### src/rtl/acq_ring_writer.sv
// Acquisition ring writer: buffers a sample stream and writes it into a circular memory region
// as AXI INCR bursts, one burst outstanding at a time.
module acq_ring_writer #(
    parameter int unsigned AXI_WIDTH  = 32,
    parameter int unsigned AXI_ADDRS  = 27,
    parameter int unsigned AXI_IDNUM  = 4,
    parameter int unsigned ACQ_ID     = 1,
    parameter int unsigned BURST_LEN  = 16,
    parameter int unsigned FIFO_DEPTH = 64
) (
    input  logic                   clock,
    input  logic                   aresetn,
    input  logic                   enable_i,
    input  logic [AXI_ADDRS-1:0]   base_i,
    input  logic [AXI_ADDRS-1:0]   size_i,
    input  logic                   s_tvalid,
    output logic                   s_tready,
    input  logic                   s_tlast,
    input  logic [AXI_WIDTH-1:0]   s_tdata,
    output logic                   axi_awvalid_o,
    input  logic                   axi_awready_i,
    output logic [AXI_ADDRS-1:0]   axi_awaddr_o,
    output logic [AXI_IDNUM-1:0]   axi_awid_o,
    output logic [7:0]             axi_awlen_o,
    output logic [1:0]             axi_awburst_o,
    output logic                   axi_wvalid_o,
    input  logic                   axi_wready_i,
    output logic                   axi_wlast_o,
    output logic [AXI_WIDTH/8-1:0] axi_wstrb_o,
    output logic [AXI_WIDTH-1:0]   axi_wdata_o,
    input  logic                   axi_bvalid_i,
    output logic                   axi_bready_o,
    input  logic [1:0]             axi_bresp_i,
    output logic [1:0]             status_o,
    output logic [15:0]            bursts_o
);

    localparam int unsigned BYTES = AXI_WIDTH / 8;
    localparam int unsigned PTR_W = $clog2(FIFO_DEPTH);
    localparam int unsigned LVL_W = PTR_W + 1;
    localparam int unsigned AW1   = AXI_ADDRS + 1;

    typedef enum logic [1:0] {StIdle, StAddr, StData, StResp} state_e;

    state_e state_q, state_d;

    logic [AXI_WIDTH-1:0] mem [FIFO_DEPTH];
    logic [PTR_W-1:0]     wr_ptr_q, rd_ptr_q;
    logic [LVL_W-1:0]     level_q;
    logic                 enable_q, flush_q, flush_d, alive_q;
    logic [AXI_ADDRS-1:0] addr_q, base_q, size_q;
    logic [8:0]           len_q, len_d, beat_q;
    logic [1:0]           status_q;
    logic [15:0]          bursts_q;

    logic           full, empty, en_rise, en_fall, arm, push, pop, beat_last, resp_done;
    logic [AW1-1:0] next_addr, ring_end;

    assign full      = (level_q == LVL_W'(FIFO_DEPTH));
    assign empty     = (level_q == '0);
    assign en_rise   = enable_i & ~enable_q;
    assign en_fall   = ~enable_i & enable_q;
    assign arm       = en_rise && (state_q == StIdle) && empty;
    assign s_tready  = alive_q && !full;
    assign push      = s_tvalid && s_tready && enable_i;
    assign pop       = (state_q == StData) && axi_wready_i;
    assign beat_last = (beat_q == len_q - 9'd1);
    assign resp_done = (state_q == StResp) && axi_bvalid_i;

    assign next_addr = AW1'(addr_q) + AW1'(len_q) * AW1'(BYTES);
    assign ring_end  = AW1'(base_q) + AW1'(size_q);

    always_comb begin
        state_d = state_q;
        len_d   = len_q;
        case (state_q)
            StIdle: begin
                if (level_q >= LVL_W'(BURST_LEN)) begin
                    len_d   = 9'(BURST_LEN);
                    state_d = StAddr;
                end else if (flush_q && !empty) begin
                    len_d   = 9'(level_q);
                    state_d = StAddr;
                end
            end
            StAddr: if (axi_awready_i) state_d = StData;
            StData: if (axi_wready_i && beat_last) state_d = StResp;
            StResp: if (axi_bvalid_i) state_d = StIdle;
            default: state_d = StIdle;
        endcase
    end

    // A push in the same cycle keeps the flag alive so a lone s_tlast word still gets written.
    always_comb begin
        flush_d = flush_q | en_fall | (push & s_tlast);
        if ((state_q == StIdle) && empty && !push) flush_d = 1'b0;
    end

    always_ff @(posedge clock or negedge aresetn) begin
        if (!aresetn) begin
            state_q  <= StIdle;
            wr_ptr_q <= '0;
            rd_ptr_q <= '0;
            level_q  <= '0;
            enable_q <= 1'b0;
            flush_q  <= 1'b0;
            alive_q  <= 1'b0;
            addr_q   <= '0;
            base_q   <= '0;
            size_q   <= '0;
            len_q    <= '0;
            beat_q   <= '0;
            status_q <= '0;
            bursts_q <= '0;
        end else begin
            state_q  <= state_d;
            len_q    <= len_d;
            enable_q <= enable_i;
            flush_q  <= flush_d;
            alive_q  <= 1'b1;
            if (push) wr_ptr_q <= wr_ptr_q + PTR_W'(1);
            if (pop)  rd_ptr_q <= rd_ptr_q + PTR_W'(1);
            if (push && !pop)      level_q <= level_q + LVL_W'(1);
            else if (!push && pop) level_q <= level_q - LVL_W'(1);
            if (state_q != StData) beat_q <= '0;
            else if (pop)          beat_q <= beat_q + 9'd1;
            if (arm) begin
                addr_q   <= base_i;
                base_q   <= base_i;
                size_q   <= size_i;
                status_q <= '0;
                bursts_q <= '0;
            end else begin
                if (s_tvalid && !s_tready && enable_i) status_q[1] <= 1'b1;
                if (resp_done) begin
                    bursts_q <= bursts_q + 16'd1;
                    if (axi_bresp_i != 2'b00) status_q[0] <= 1'b1;
                    addr_q <= (next_addr >= ring_end) ? base_q : next_addr[AXI_ADDRS-1:0];
                end
            end
        end
    end

    always_ff @(posedge clock) begin
        if (push) mem[wr_ptr_q] <= s_tdata;
    end

    assign axi_awvalid_o = (state_q == StAddr);
    assign axi_awaddr_o  = addr_q;
    assign axi_awid_o    = AXI_IDNUM'(ACQ_ID);
    assign axi_awlen_o   = axi_awvalid_o ? 8'(len_q - 9'd1) : 8'd0;
    assign axi_awburst_o = 2'b01;
    assign axi_wvalid_o  = (state_q == StData);
    assign axi_wlast_o   = axi_wvalid_o && beat_last;
    assign axi_wstrb_o   = {BYTES{axi_wvalid_o}};
    assign axi_wdata_o   = axi_wvalid_o ? mem[rd_ptr_q] : '0;
    assign axi_bready_o  = (state_q == StResp);
    assign status_o      = status_q;
    assign bursts_o      = bursts_q;

endmodule
### config.mk
export PLATFORM = sky130hd
export DESIGN_NAME = acq_ring_writer
export DESIGN_NICKNAME = d
export VERILOG_FILES = /design/src/rtl/acq_ring_writer.sv
export SDC_FILE = /design/constraint.sdc
export NUM_CORES = 2
export LEC_CHECK = 0
export ABC_CLOCK_PERIOD_IN_PS = 6000
export CORE_ASPECT_RATIO = 0.9
export CORE_UTILIZATION = 40
export DETAILED_ROUTE_END_ITERATION = 8
export GPL_TIMING_DRIVEN = 0
export PLACE_DENSITY = 0.63
export SYNTH_ARGS = -nofsm -noshare
export SYNTH_HDL_FRONTEND = slang
export SYNTH_SLANG_ARGS = --single-unit
### constraint.sdc
create_clock -name clock -period 6 [get_ports clock]
set_input_delay 1.8 -clock clock [delete_from_list [all_inputs] [get_ports clock]]
set_output_delay 1.8 -clock clock [all_outputs]
set_load 0.02 [all_outputs]
---- After elaboration in Yosys (flattened, before gate mapping) ----
Memories as Yosys holds them, arrays and structs flattened.
Cells that the tools add are included.
word-level totals
  register bits after elaboration ......... 141
  bits in latches ......................... 0
  memory bits (writable) .................. 2,048
  memory bits (read-only) ................. 0
  input port bits ......................... 96
  output and inout port bits .............. 100
  word-level logic and storage cells ...... 103
  memories kept ........................... 1
operators by class
  add/sub/neg operators ................... 9
  multiply operators ...................... 0
  divide/modulo/power cells ............... 0
  order comparisons ....................... 2
  equality and inequality tests ........... 10
  shifts and indexed selects .............. 0
  muxes and demuxes ....................... 26
  bitwise logic cells ..................... 7
  reductions and logical operators ........ 33
memory list
  name  depth  width  read ports  clocked after Yosys merged registers in  write ports  RTL line  source
  mem   64     32     1           0                                        1            47        logic [AXI_WIDTH-1:0] mem [FIFO_DEPTH];
operators with widths
  kind                     count
  $mux W27                 3
  $mux W9                  4
  $mux W16                 2
  $mux W32                 1
  $add A27 B11 Y28         1
  $add A27 B27 Y28         1
  $ge A28 B28 Y1           1
  $add A16 B1 Y16 const B  1
  $logic_and A1 B1 Y1      16
  $mux W7                  2
  $reduce_bool A2 Y1       7
  $add A6 B1 Y6 const B    2
  $mux W2                  6
  $add A9 B1 Y9 const B    1
  $eq A9 B9 Y1             1
  $sub A9 B1 Y9 const B    1
  $mux W8                  1
  $pmux W2 S4              1
  $add A7 B1 Y7 const B    1
  $eq A7 B7 Y1 const B     1
  $ge A7 B5 Y1 const B     1
  $logic_not A7 Y1         1
  $sub A7 B1 Y7 const B    1
  $mux W1                  6
  12 further kinds         24

---- Depth between registers and ports, before layout ----
  word-level depth ........................ 9
  depth in mapped cells ................... 21
  mapped depth without buffers ............ 19

---- Worst setup path before layout ----
OpenSTA, ideal clock, no wires.
  kind .................................... in2reg
  from .................................... in enable_i
  to ...................................... mem mem[63][0], enable pin
  library setup time ...................... 0.421 ns
  arrival time ............................ 4.018 ns
  data required time ...................... 5.579 ns
  slack ................................... 1.560 ns
  cell stages on the path ................. 6
  buffers on the path ..................... 1
  path through ............................ nand3_1 inv_2 and2_1 buf_2 nand3_1 nor2_1
on the way
  longest elaborated chain between the ends .. 3
ends and longest elaborated chain
  item                           RTL line  source
  start: declaration             13        input logic enable_i,
  $logic_and A1 B1 Y1            65        assign push = s_tvalid && s_tready && enable_i;
  net push                       56        logic full, empty, en_rise, en_fall, arm, push, pop, beat_last, resp_done;
  $mux W1                        145       if (push) mem[wr_ptr_q] <= s_tdata;
  $mux W1 (not written as such)  145
  end: declaration               47
The timed path passes the listed nets, and every way through them passes these cells.

---- Final worst setup path ----
  from .................................... reg rd_ptr_q[0]
  to ...................................... out axi_wdata_o[10]
on the way
  longest elaborated chain between the ends .. 2
ends and longest elaborated chain
  item                      RTL line  source
  start: declaration        48        logic [PTR_W-1:0] wr_ptr_q, rd_ptr_q;
  start signal: assignment  122       if (pop) rd_ptr_q <= rd_ptr_q + PTR_W'(1);
  $mem_v2 Z64 W32           --
  $mux W32                  156       assign axi_wdata_o = axi_wvalid_o ? mem[rd_ptr_q] : '0;
  end: declaration          30        output logic [AXI_WIDTH-1:0] axi_wdata_o,
Every way passes these cells.

==> results.txt <==
* Seq/Total Area, Yosys: 74.6%
- At the worst endpoint, the required time is 4200 ps.
* Die Footprint: 220000 um2
- Number of H-tree levels: 4
- Global routing used 21.0% of the available tracks across all layers.
- Status: finished with violations
* Std-Cell Core Area: 216000 um2
- DRC Markers: 0
- Shortest clock period the worst path allows after layout: 6010 ps
* Final ANT Viol Nets: 0
- Place WS: -1300 ps
* Async S/R FF share, synth: 6.36%
- Maximum number of pins on one net before global-route repair: 75
- Synthesis produced 4095 cells.
* Count of flip-flops with a built-in enable after synthesis: 2048
- Sum of net half-perimeters after detailed placement: 156000 um
- Failing checks: negative setup slack
* Vias per cell: 5.76
- Routed length per placed instance: 30.2 um
- The largest total area in the synthesized netlist belongs to sky130_fd_sc_hd__edfxtp_1.
* Number of pins with negative max-slew slack in the final report: 0
- Fmax: 0.166 GHz
- IR analysis of the VDD net gives a maximum drop of 0.000280 V.
- The via count of the first global-routing pass is 43989.
* Transition at the pin with the smallest max-transition slack: 1210 ps
- Summed over all layers, the global routing overflow is 0.
- Met3 Usage GRT: 4.34%
- Final worst-path setup slack: -10.8 ps
- Utilization of the core after routing: 47.5%
- CP endpoint kind: output pin
- Largest clock skew in the final design: 33.8 ps
- Global-route wire length before repair: 326000 um
* Pwr per Cell Area: 466 nW/um2
- The hold violation count in the final report is 0.
* Critical path class: reg -> out
- The die is 445 um tall.
- Width of the chip: 494 um
* Clk buf depth: 3
- Number of CTS-inserted buffers: 200
* Min-Delay Path Class: reg -> reg
* P_leak: 33.0 nW
* Cell Rows: 162
- Mean instance size in the synthesized netlist: 21.3 um2
- Effective utilization at floorplan: 40.3%
- Measured against its own limit, the worst slew margin works out to 19.4%.
- Total Routed Length: 231000 um
* Flip-flop cell with the highest count after synthesis: sky130_fd_sc_hd__edfxtp_1
- GRT Max-Usage Layer: met2
- For this run, global-route usage on met1 was measured as 29.6%.
- For the worst setup path, the data arrival time is 4210 ps.
* Share of layout cells above drive strength 1: 28.8%
* Vias post-DR: 43970
* Number of DRC markers after the initial detailed-route iteration: 5510
- Kind of launch point of the worst setup path: flip-flop
* Count of buffers from port buffering: 189
- The first TritonRoute pass finished after 5 iterations.
* Unique cell type count in the Yosys netlist: 65
- Antenna violations before repair: 16
- Largest fanout of any net on the critical path: 11
- For this design the top-level I/O count stands at 196.
- The net count of the finished layout is 4768.
* Clock latency on the worst-skew pair: 850 ps
- Minimum hold slack: 482 ps
- Count of max-cap constraint violations: 0
* Number of synthesized register bits: 2187
- Area Growth Syn to Fin: 18.0%
- Final setup viols: 1
- Routability-driven placement finished with a final weighted congestion of 0.874.
- The root buffer cell chosen for the clock tree is sky130_fd_sc_hd__clkbuf_16.
* Number of sinks on the clock net: 2187
- Clock input transition at the sequential cells of the worst setup and hold paths: 70 ps
* Fill cell instance count of the final layout: 17507
* Area fraction of the dominant cell type after synthesis: 70.6%
- Total standard cell area after synthesis: 87100 um2
- Setup repair after global routing could not meet its margin everywhere.
- Synth area leaders: sky130_fd_sc_hd__edfxtp_1 (71%), sky130_fd_sc_hd__mux4_2 (17%), sky130_fd_sc_hd__dfrtp_1 (4.0%)
- TritonCTS built the clock tree.
- Yosys printed 0 warnings.
- For this run, global-route usage on met2 was measured as 33.0%.
- Final Cycle Share: 100%
[cells by family after synthesis]
kind of cell,share of synthesized area (%)
compound gates,2.19
mux,17.2
xor+xnor,0.905
flops,74.6
fa+ha+maj,1.19
buf+inv,1.30
other cells,0.00862
simple gates,2.65
[worst max-delay path, stage by stage, from the launching register on]
cell and delay [ps]:
sky130_fd_sc_hd__dfrtp_2 450, sky130_fd_sc_hd__buf_12 190, sky130_fd_sc_hd__buf_16 210, sky130_fd_sc_hd__buf_16 200, sky130_fd_sc_hd__buf_8 200, sky130_fd_sc_hd__mux4_2 520, sky130_fd_sc_hd__mux4_2 580, sky130_fd_sc_hd__mux2i_2 360
sky130_fd_sc_hd__a211oi_1 200, sky130_fd_sc_hd__dlygate4sd2_1 380
[worst paths after layout]
path,start,endpoint,slack [ps],cells past startpoint
min in group asynchronous,aresetn,bursts_o[11],1000,1
max,rd_ptr_q[0],axi_wdata_o[10],-10,9
min reg2reg,size_q[23],size_q[23],480,2
max reg2reg,len_q[0],axi_awaddr_o[22],640,18
max in group asynchronous,aresetn,base_q[25],4190,2
min,size_q[23],size_q[23],480,2
[flip-flops by register name, indices dropped and copies added, names as in the netlist]
name,flops
bursts_o,16
rd_ptr_q,6
level_q,7
alive_q,1
base_q,27
state_q,2
size_q,27
len_q,7
flush_q,1
wr_ptr_q,6
mem,2048
status_o,2
axi_awaddr_o,27
enable_q,1
beat_q,9
[final cells by class]
class	instances	area (um2)	area share [%]
clock inverters	123	1250	1.22
flip-flops and latches	2187	65000	63.2
plain buffers	214	1620	1.58
well taps	2870	3590	3.49
inverters	33	124	0.120
multi-input cells	1666	22100	21.5
clock buffers	248	5290	5.15
repair buffers	289	3810	3.70
diodes	5	12.5	0.0122
[metal layers]
| metal | routed length [um] | share of wire [%] |
|---|---|---|
| met1 | 94200 | 41 |
| met2 | 110000 | 48 |
| met3 | 20600 | 8.9 |
| met4 | 6200 | 2.7 |
| met5 | 69 | 0.030 |
[per-stage QoR]
| stage | power (mW) | cells | cell area, um2 | setup TNS (ps) |
|---|---|---|---|---|
| 2_1_floorplan | 27.8 | 4100 | 87200 | 0 |
| 3_3_place_gp | 33.9 | 7159 | 92600 | -3321610 |
| 3_5_place_dp | 34.1 | 7258 | 95000 | -30990 |
| 4_1_cts | 48.0 | 7629 | 103000 | -448 |
| 5_1_grt | 49.5 | 7631 | 103000 | -276 |
| 6_report | 47.9 | 7635 | 103000 | -10.8 |
[placed cells by master (no fill, tap or decap), drive strengths merged, types with 60 or more instances in the layout]
cell type      count
edfxtp          2048
mux4             640
clkbuf           361
buf              236
nand2            220
dfrtp            139
clkdlybuf4s50    123
nor2             112
clkinv            91
ha                78
a211oi            72
a21oi             67
xnor2             60
[timing repair]
item,in CTS,in global routing
pin swaps,8,2
hold buffers,0,0
gates cloned,0,1
resized for setup,365,72
endpoints found under the setup margin,33,29
buffers inserted,0,0
[where the power goes]
group          switching [mW]  internal, mW  total (mW)
logic                    9.79          7.70        17.5
registers               0.430          17.1        17.5
clock network            5.71          7.20        12.9
total                    15.9          32.0        47.9
[Yosys cell counts (4+ instances only)]
master	n
sky130_fd_sc_hd__edfxtp_1	2048
sky130_fd_sc_hd__mux4_2	640
sky130_fd_sc_hd__nand2_1	220
sky130_fd_sc_hd__dfrtp_1	139
sky130_fd_sc_hd__nor2_1	112
sky130_fd_sc_hd__clkbuf_1	105
sky130_fd_sc_hd__ha_1	78
sky130_fd_sc_hd__a211oi_1	72
sky130_fd_sc_hd__a21oi_1	66
sky130_fd_sc_hd__buf_2	60
sky130_fd_sc_hd__xnor2_1	60
sky130_fd_sc_hd__mux2i_1	53
sky130_fd_sc_hd__nor2b_1	41
sky130_fd_sc_hd__o21ai_1	31
sky130_fd_sc_hd__inv_1	30
sky130_fd_sc_hd__or3_1	30
sky130_fd_sc_hd__xor2_1	30
sky130_fd_sc_hd__o21ai_0	28
sky130_fd_sc_hd__a21o_1	27
sky130_fd_sc_hd__buf_1	25
sky130_fd_sc_hd__nand3_1	25
sky130_fd_sc_hd__nand4_1	14
sky130_fd_sc_hd__buf_4	13
sky130_fd_sc_hd__and3_1	11
sky130_fd_sc_hd__buf_6	11
sky130_fd_sc_hd__o21bai_1	10
sky130_fd_sc_hd__and2_1	9
sky130_fd_sc_hd__nand2b_1	9
sky130_fd_sc_hd__o21a_1	8
sky130_fd_sc_hd__a31oi_1	7
sky130_fd_sc_hd__nand3b_1	7
sky130_fd_sc_hd__nor3_1	6
sky130_fd_sc_hd__o211ai_1	6
sky130_fd_sc_hd__a22o_1	5
sky130_fd_sc_hd__a2bb2oi_1	5
sky130_fd_sc_hd__o311ai_1	5
sky130_fd_sc_hd__and4_1	4
sky130_fd_sc_hd__o31a_1	4
(Power assumes the default switching activity.)
